==> config.mk <==
export PLATFORM = sky130hd
export DESIGN_NAME = heart_beat_ctrl
export DESIGN_NICKNAME = d
export VERILOG_FILES = /design/src/rtl/heart_beat_ctrl.sv
export SDC_FILE = /design/constraint.sdc
export NUM_CORES = 1
export LEC_CHECK = 0
export ABC_AREA = 1
export BUFFER_PORTS_ARGS = -buffer_cell sky130_fd_sc_hd__buf_2
export CAP_MARGIN = 30
export CORE_MARGIN = 2
export CORE_UTILIZATION = 58
export CTS_CLUSTER_SIZE = 30
export DETAILED_ROUTE_END_ITERATION = 7
export HOLD_SLACK_MARGIN = 0.1
export MAX_ROUTING_LAYER = met4
export PLACE_DENSITY_LB_ADDON = 0.1
export SYNTH_ARGS = -nofsm -noshare
export SYNTH_HDL_FRONTEND = slang
export SYNTH_SLANG_ARGS = --single-unit
==> constraint.sdc <==
create_clock -name clk -period 3.45 [get_ports clk]
set_input_delay 0.69 -clock clk [delete_from_list [all_inputs] [get_ports clk]]
set_output_delay 0.69 -clock clk [all_outputs]
set_load 0.01 [all_outputs]
==> src/rtl/heart_beat_ctrl.sv <==
// Frame-synchronous attack/hold/decay envelope controller for the heart renderer.
// Latency: outputs update one cycle after frame_tick (memories also one cycle after clr_mem).
// Backpressure: none; the sample stream is consumed every cycle and outputs hold between ticks.
module heart_beat_ctrl #(
  parameter int HOLD_FRAMES = 8,
  parameter int DECAY_STEP  = 16
) (
  input  logic       clk,
  input  logic       rst_n,
  input  logic       en,
  input  logic [1:0] size_sel,
  input  logic       frame_tick,
  input  logic [9:0] sample_in,
  input  logic       sample_valid,
  input  logic       clr_mem,
  output logic [9:0] heart_sample,
  output logic [1:0] heart_size,
  output logic [9:0] memory_high,
  output logic [9:0] memory_low,
  output logic       beat,
  output logic [1:0] state
);

  typedef enum logic [1:0] {
    S_IDLE   = 2'd0,
    S_ATTACK = 2'd1,
    S_HOLD   = 2'd2,
    S_DECAY  = 2'd3
  } state_t;

  localparam logic [7:0] HOLD_RELOAD = 8'(HOLD_FRAMES - 1);
  localparam logic [9:0] DSTEP       = 10'(DECAY_STEP);

  state_t     state_q, state_d;
  logic [9:0] peak_acc_q, peak_acc_d;
  logic [9:0] peak_frame;
  logic [9:0] hs_q, hs_d;
  logic [1:0] size_q, size_d;
  logic [7:0] cnt_q, cnt_d;
  logic       beat_q, beat_d;
  logic       new_beat;
  logic [9:0] mem_hi_q, mem_hi_d;
  logic [9:0] mem_lo_q, mem_lo_d;
  logic       take_sample;

  // Running per-frame peak; a sample in the tick cycle closes the old frame only.
  always_comb begin
    take_sample = sample_valid && (sample_in > peak_acc_q);
    peak_frame  = take_sample ? sample_in : peak_acc_q;
    peak_acc_d  = peak_acc_q;
    if (frame_tick) begin
      peak_acc_d = '0;
    end else if (take_sample) begin
      peak_acc_d = sample_in;
    end
  end

  // Envelope FSM next-state; everything moves only on a frame tick.
  always_comb begin
    state_d  = state_q;
    hs_d     = hs_q;
    size_d   = size_q;
    cnt_d    = cnt_q;
    beat_d   = 1'b0;
    new_beat = 1'b0;
    if (frame_tick) begin
      if (!en || (size_sel == 2'd0)) begin
        state_d = S_IDLE;
        hs_d    = '0;
        size_d  = '0;
      end else begin
        size_d = size_sel;
        case (state_q)
          S_IDLE: begin
            state_d  = S_ATTACK;
            hs_d     = peak_frame;
            new_beat = 1'b1;
          end
          S_ATTACK: begin
            state_d = S_HOLD;
            cnt_d   = HOLD_RELOAD;
            if (peak_frame > hs_q) begin
              hs_d     = peak_frame;
              new_beat = 1'b1;
            end
          end
          S_HOLD: begin
            if (peak_frame > hs_q) begin
              hs_d     = peak_frame;
              cnt_d    = HOLD_RELOAD;
              new_beat = 1'b1;
            end else if (cnt_q == 8'd0) begin
              state_d = S_DECAY;
            end else begin
              cnt_d = cnt_q - 8'd1;
            end
          end
          default: begin
            if (peak_frame > hs_q) begin
              state_d  = S_ATTACK;
              hs_d     = peak_frame;
              new_beat = 1'b1;
            end else if (hs_q > DSTEP) begin
              hs_d = hs_q - DSTEP;
            end else begin
              hs_d    = '0;
              state_d = S_IDLE;
            end
          end
        endcase
      end
      // Back-to-back ticks must not stretch beat past one cycle.
      beat_d = new_beat && !beat_q;
    end
  end

  // Peak memories track every frame regardless of enable; a clear beats a tick.
  always_comb begin
    mem_hi_d = mem_hi_q;
    mem_lo_d = mem_lo_q;
    if (clr_mem) begin
      mem_hi_d = '0;
      mem_lo_d = 10'h3FF;
    end else if (frame_tick) begin
      if (peak_frame > mem_hi_q) begin
        mem_hi_d = peak_frame;
      end
      if ((peak_frame != 10'd0) && (peak_frame < mem_lo_q)) begin
        mem_lo_d = peak_frame;
      end
    end
  end

  // State registers with asynchronous reset.
  always_ff @(posedge clk or negedge rst_n) begin
    if (!rst_n) begin
      state_q    <= S_IDLE;
      peak_acc_q <= '0;
      hs_q       <= '0;
      size_q     <= '0;
      cnt_q      <= '0;
      beat_q     <= 1'b0;
      mem_hi_q   <= '0;
      mem_lo_q   <= 10'h3FF;
    end else begin
      state_q    <= state_d;
      peak_acc_q <= peak_acc_d;
      hs_q       <= hs_d;
      size_q     <= size_d;
      cnt_q      <= cnt_d;
      beat_q     <= beat_d;
      mem_hi_q   <= mem_hi_d;
      mem_lo_q   <= mem_lo_d;
    end
  end

  assign heart_sample = hs_q;
  assign heart_size   = size_q;
  assign memory_high  = mem_hi_q;
  assign memory_low   = mem_lo_q;
  assign beat         = beat_q;
  assign state        = state_q;

endmodule
Word level (Yosys, flattened, before mapping)
Index checks and enable logic that the tools add are counted.

operators by class
  add/sub/neg operators = 2
  magnitude comparators = 5
  equality and inequality tests = 7
  muxes and demuxes = 28
  bitwise gates (word level) = 1
  reductions and logical operators = 20

operators by type and width
  operator                 number
  $mux W10                 12
  $gt A10 B10 Y1           3
  $pmux W10 S2             1
  $mux W8                  2
  $pmux W8 S2              1
  $mux W2                  6
  $gt A10 B5 Y1 const B    1
  $lt A10 B10 Y1           1
  $reduce_bool A10 Y1      1
  $sub A10 B5 Y10 const B  1
  $ne A3 B3 Y1 const B     3
  $logic_not A8 Y1         1
  $reduce_and A4 Y1        2
  $reduce_bool A2 Y1       4
  $sub A8 B1 Y8 const B    1
  $ne A6 B3 Y1 const B     1
  $pmux W2 S3              1
  $reduce_and A2 Y1        3
  $mux W1                  5
  $logic_not A2 Y1         2
  $logic_and A1 B1 Y1      3
  $ne A3 B1 Y1 const B     1
  $eq A2 B1 Y1 const B     1
  $eq A2 B2 Y1 const B     1
  other kinds (4)          5

storage, ports and cells
  register bits after elaboration = 53
  input port bits = 18
  output and inout bits = 35
  word-level logic and storage cells = 71

Longest topological paths before layout
Gate-level depths: netlist (run 1).

  depth after elaboration = 10
  mapped depth = 25
  depth with buffers taken out = 24

Worst setup path after synthesis (run 1)
Ideal clock, no wire load.

  path kind = input to register
  start point = input port sample_in[9]
  end point = register hs_q[4] (netlist: heart_sample[4])
  setup time = 130 ps
  data arrival time = 3,423 ps
  required time = 3,320 ps
  setup slack = -103 ps
  cell stages on the path = 21
  path buffers = 1
  cells stage by stage = ha_1 nand2_2 inv_1 a21oi_2 nand3_4 nand2_8 buf_8 nand2_1 nand2_1 inv_1 ha_1 a21oi_1 nor2_1 a211oi_1 nand3_1 o21ai_1 nand2_1 clkinv_1 o21ai_0 o211ai_1 o21ai_0

between the ends
  cells in the longest elaborated chain, start to end = 7
  elaborated cells on any way between the ends = 10
  those cells by class = 2 x order compare; 1 x eq/ne; 5 x mux; 2 x reduce/logical

ends and longest elaborated chain
  element               line        source
  start, declared       13          input logic [9:0] sample_in,
  $gt A10 B10 Y1        48          take_sample = sample_valid && (sample_in > peak_acc_q);
  $logic_and A1 B1 Y1   48
  $mux W10 (*)          --
  $gt A10 B10 Y1        82, 88, 99
  $mux W10              99          if (peak_frame > hs_q) begin
  $pmux W10 S2          73          case (state_q)
  $mux W10              67          if (!en || (size_sel == 2'd0)) begin
  end signal, assigned  148         hs_q <= hs_d;
  end, declared         37          logic [9:0] hs_q, hs_d;

Mark *: on every way between the ends. The rest lies on a longest branch, timed or not. The select of a mux whose other input is x is not followed.
A chain may end at the register's enable or synchronous reset.

Final worst setup path (run 1)
  start point = input port sample_in[4]
  end point = register hs_q[7] (netlist: heart_sample[7])

Same word-level chain as after synthesis.

==> results of run 1 <==
## state kept, by name (all words and copies together), names as in the netlist
name / cells
memory_high: 10
state: 2
beat: 1
peak_acc_q: 10
memory_low: 10
heart_size: 2
cnt_q: 8
heart_sample: 10
## path summary, 6_finish.rpt
kind                              endpoint  slack (ns)           from
min                         memory_high[3]        0.35          rst_n
min reg2reg                           beat        0.44           beat
max in group asynchronous    memory_low[1]        2.33          rst_n
max reg2reg                heart_sample[7]        0.15  peak_acc_q[9]
min in group clk                      beat        0.44           beat
max                        heart_sample[7]        0.11   sample_in[4]
## power by group
group / switching (mW) / internal (mW)
Sequential: 0.104 / 0.768
Combinational: 0.851 / 0.597
Clock: 0.209 / 0.236
Total: 1.17 / 1.60
## per-layer routing
layer  share of wire, %  global-route usage, %
met2                 50                   46.7
met3                4.0                   3.37
met1                 45                   36.2
met4                1.4                   5.48
met5                  0                      -
## cells in the mapped netlist (2+ instances only)
master and count:
nor2_1 37, dfstp_2 10, a211oi_1 2, a21oi_1 25, nand3_2 11, ha_1 47
nand3b_1 3, nand2_2 4, xor2_1 6, o211ai_1 9, dfrtp_1 43, o31ai_1 4
nand2_1 115, clkbuf_1 6, o21ai_0 38, o21ai_1 2, nand3_1 19, nand4_1 4
o21ai_2 7, inv_1 87, nor3_1 7
## kinds of logic after synthesis
logic type	count (synthesis)	share of synthesized area [%]
simple gates	208	25.0
buf+inv	100	10.3
compound gates	90	13.5
flops	53	34.6
fa+ha+maj	47	15.2
xor+xnor	6	1.36
## worst max-delay path, delay by kind of cell
kind	cells	cell delay, ns
and+or+nand+nor	12	1.13
AOI/OAI and AO/OA	5	0.61
adders and majority gates	2	0.60
buffers and inverters	5	0.51
## area by class of cell
class                           instances  area (µm²)
Clock buffer                            6        82.6
Clock inverter                          2        37.5
Sequential cell                        53        1340
Fill cell                             483        1460
Multi-Input combinational cell        353        2360
Timing Repair Buffer                  103         669
Tap cell                               77        96.3
Inverter                               89         340
## what timing repair did
action                                  4_1_cts  5_1_grt
setup buffers                                 0        4
endpoints found under the setup margin        0       40
gates resized for setup                       0       46
hold buffers                                  0        0
==> run metrics, run 1 <==
GPL Wtd Cong approximately 0.86; Tot Pwr 2.77 mW; VDD IR-drop max 387 µV; chip height roughly 86 µm; CTS tree done; CTS Sinks 53; crit-path max FO 6; total gr overflow 0; status completed; final std cells w/o fill 683; Max Slew Vio Count 0; startpoint types input pin; Hold Crit Class in -> async; RSZ-0062 raised after global routing true; maximum number of pins on one net before global-route repair 28; layout cells sized above 1 a little under a third; Pwr per Cell Area 562 nW/µm²; syn nets 569; Core Area roughly 6400 µm²; Core Util, Final 77.1%; design area between 4000 and 5000 µm²; ys async rst share 100%; Worst-Margin Slew around 0.53 ns; prevailing post-synth register cell dfrtp_1; All-Layer GR Usage 27.7%; CP Class in -> reg; full die area 7330 µm²; Post-Syn Area between 3000 and 4000 µm²; Synth top area share 27.8%; Max Fclk 0.299 GHz; Pleak about 2.6 nW; # DRC 0; top cells by area, synth dfrtp_1 (28%), ha_1 (15%), nand2_1 (11%); io pins 53; Critical Path Max Stage Delay 0.31 ns; most common cell after layout, fill and taps aside nand2_1; fin worst setup slack 0.108 ns; Critical Path AT approximately 3.5 ns; Iteration-0 DRC Markers 224; Post-synth EDFFs 0; cts bufs inserted 5; Final Cycle Share 96.9%; clk root buf clkbuf_8; r2r worst-path depth 22; Final Hold Vio Count 0; die extent in x 85.6 µm; initial antenna violation count 0; row cnt 29; final clock skew 0.00998 ns; via-per-instance ratio 5.51; crit path time final 3.34 ns; most frequent cell on the critical path nand2_1; register area share after synthesis 34.6%; crit end category flip-flop; CTS clock-pin slew for the worst setup and hold paths 0.09 ns; CP Cell Sequence buf_2, ha_1, nand2_2, inv_1, nand2_1, nand2_1, nand2_2, nand3_4, nand2_8, nand2_1, nand2_1, inv_2, ha_1, a21oi_1, nor2_1, a211oi_2, nand3_1, o21ai_4, nand2_2, clkinvlp_4, buf_4, nand2_1, o211ai_1, o21ai_0; Synth area leader dfrtp_1; Max-slew headroom between 60 and 70%; Hold WS around 0.35 ns; Crit-path slowest cell ha_1; ANT nets after route 0; first-pass GRT wire length 15900 µm; Yosys Warn Count 0; fin nets 670; H-tree depth 2; pre-CTS setup slack -0.237 ns; TritonRoute pass-1 iters 5; Worst EP required 3.64 ns; drt total wl 10100 µm; max cap viols 0; post-DP HPWL roughly 7500 µm; TNS Setup 0 ns; WL/cell 14.7 µm; initial core utilization 60.5%; Area Growth Syn to Fin 27.4%; Post-Place Cell Area 4530 µm²; clock buffer depth 2; Synth Register Bits 53; Post-Syn Instances around 500; Via Count 3764; Avg Cell Area, Syn 7.67 µm²; Post-Place Cells around 670; Antenna diodes 0; commonest cells after routing, fill and taps aside nand2_1 (110), inv_1 (82), buf_2 (53); Synth cell types 39; IO Port Bufs 52; vias in the first global route 3471; endpoints failing setup 0; clock latency on the worst-skew pair around 0.31 ns
Power figures use the tool's default switching activity.
==> run 2, diff against run 1 <==
--- a/config.mk
+++ b/config.mk
@@ -8,6 +8,7 @@
 export ABC_AREA = 1
 export BUFFER_PORTS_ARGS = -buffer_cell sky130_fd_sc_hd__buf_2
 export CAP_MARGIN = 30
+export CORE_ASPECT_RATIO = 1.1
 export CORE_MARGIN = 2
 export CORE_UTILIZATION = 58
 export CTS_CLUSTER_SIZE = 30
==> run metrics, run 2 (synthesized netlist as in run 1, its figures left out) <==
clock buffer depth 2 (unchanged); crit path time final 3.46 ns (+0.116 ns); All-Layer GR Usage 29.5% (+1.8 points); crit end category flip-flop; Pwr per Cell Area 559 nW/µm² (-0.55%); layout cells sized above 1 33.3% (+3.3 points); Tot Pwr 2.84 mW (+2.6%); post-DP HPWL 7810 µm (+4.4%); ANT nets after route 0 (unchanged); Worst EP required 3.71 ns (+0.07 ns); Antenna diodes 0 (unchanged); total gr overflow 0 (unchanged); CTS Sinks 53 (unchanged); row cnt 31 (+6.9%); pre-CTS setup slack -0.302 ns (-0.0650 ns); maximum number of pins on one net before global-route repair 33 (+18%); Hold Crit Class in -> async; VDD IR-drop max 324 µV (-16%); register area 1340 µm² (unchanged); Pleak 2.68 nW (+2.0%); met3 wire length 561 µm (+39%); # DRC 0 (unchanged); WL met1 4590 µm (+2.4%); uppermost layer routed met4; cts bufs inserted 5 (unchanged); H-tree depth 2 (unchanged); WL/cell 16.0 µm (+8.8%); clock latency on the worst-skew pair 0.32 ns (about the same); vias in the first global route 3555 (+2.4%); via-per-instance ratio 5.57 (+1.0%); Via Count 3913 (+4.0%); GPL Wtd Cong 0.898 (+5.0%); area of the multi-input gates 2430 µm² (+3.0%); CTS clock-pin slew for the worst setup and hold paths 0.11 ns (+0.02 ns); r2r worst-path depth 22 (unchanged); Max-slew headroom 41.2% (-23 points); Final Cycle Share 100% (+3.4 points); initial antenna violation count 0 (unchanged); Crit. Startpoint sample_in[8]; TritonRoute pass-1 iters 5 (unchanged); Hold WS 0.293 ns (-0.0557 ns); status finished with violations; full die area 7330 µm² (about the same); fin worst setup slack -0.00782 ns (-0.116 ns); CP Class in -> reg; drt total wl 11300 µm (+12%); Worst-Margin Slew 0.881 ns (+0.349 ns); Final Hold Vio Count 0 (unchanged); most common cell after layout, fill and taps aside nand2_1; initial core utilization 59.3% (-1.2 points); metal2 WL 5650 µm (+12%); IO Port Bufs 52 (unchanged); Max Slew Vio Count 0 (unchanged); max cap viols 0 (unchanged); Core Area 6520 µm² (+2.0%); first-pass GRT wire length 16100 µm (+1.3%); CTS tree done; final clock skew 0.0140 ns (+0.00407 ns); chip height 89.6 µm (+4.7%); clk root buf clkbuf_8; fill count 476 (-1.4%); startpoint types input pin; Iteration-0 DRC Markers 273 (+22%); Max Fclk 0.289 GHz (-3.3%); die extent in x 81.8 µm (-4.4%); Area Growth Syn to Fin 31.3%; Crit Reg-Reg Startpoint peak_acc_q[8]; commonest cells after routing, fill and taps aside nand2_1 (110), inv_1 (79), buf_4 (57); endpoints failing setup 1 (+1); Critical Path AT 3.72 ns (+0.19 ns); crit-path max FO 7 (+1); violated checks setup timing; io pins 53 (unchanged); fin nets 685 (+2.2%)
-- run 2: cell count changes in the layout (fill, tap and decap cells not counted), sizes merged --
cell / delta
clkinvlp: +2
bufinv: -1
clkbuf: -1
buf: +12
nand2: +2
clkinv: +1
-- run 2: metrics by stage --
| stage | instance area (µm²) | util [%] | cells | TNS, ns |
|---|---|---|---|---|
| 6_report | 5080 | 77.9 | 703 | -0.00782 |
| 4_1_cts | 4680 | 71.8 | 689 | 0 |
| 3_3_place_gp | 4560 | 70.0 | 680 | -2.36 |
| 5_1_grt | 5080 | 77.9 | 703 | -1.68 |
| 3_5_place_dp | 4580 | 70.4 | 681 | -5.70 |
| 2_1_floorplan | 3870 | - | 504 | 0 |
-- run 2: path summary, 6_finish.rpt --
path | slack, ns | end
max in group asynchronous | 2.57 | memory_low[3]
setup / recovery | -0.008 | cnt_q[4]
hold / removal | 0.29 | heart_size[0]
setup reg to reg | 0 | cnt_q[4]
min in group clk | 0.45 | beat
hold reg to reg | 0.45 | beat
-- run 2: area by class of cell --
cell class              count  share of cell area (%)
flip-flops and latches     53                    26.4
repair buffers            115                    15.0
repair inverters            1                   0.148
clock buffers               5                    1.36
inverters                  89                    6.78
multi-input cells         355                    47.8
clock inverters             3                   0.493
well taps                  82                    2.02
-- run 2: critical path: stages --
cell        delay (ns)
buf_2             0.12
ha_4              0.23
nand2_2           0.09
inv_1             0.06
a21oi_2           0.16
nand3_4           0.22
buf_6             0.19
nand3b_1          0.11
nand2_2           0.08
inv_2             0.08
ha_4              0.20
a21oi_2           0.12
nor2_1            0.05
a211oi_2          0.30
nand3_2           0.17
o21ai_4           0.14
buf_6             0.15
clkinvlp_4        0.14
buf_6             0.15
nor2_2            0.07
nand2_1           0.05
o21ai_1           0.12
-- run 2: report_power, final --
| group | leakage, nW | internal [mW] | switching [mW] |
|---|---|---|---|
| Combinational | 1.96 | 0.666 | 0.924 |
| Clock | 0.0447 | 0.147 | 0.233 |
| Sequential | 0.673 | 0.767 | 0.100 |
-- run 2: metal layers --
metal	up-vias	global-route usage (%)
li1	1870	-
met1	1843	34.6
met2	156	51.5
met3	44	4.00
met4	0	10.6
met5	-	-
-- run 2: timing repair --
action,CTS,global route
buffers inserted,0,8
resized for setup,0,59
hold buffers,0,0
endpoints found under the setup margin,0,38
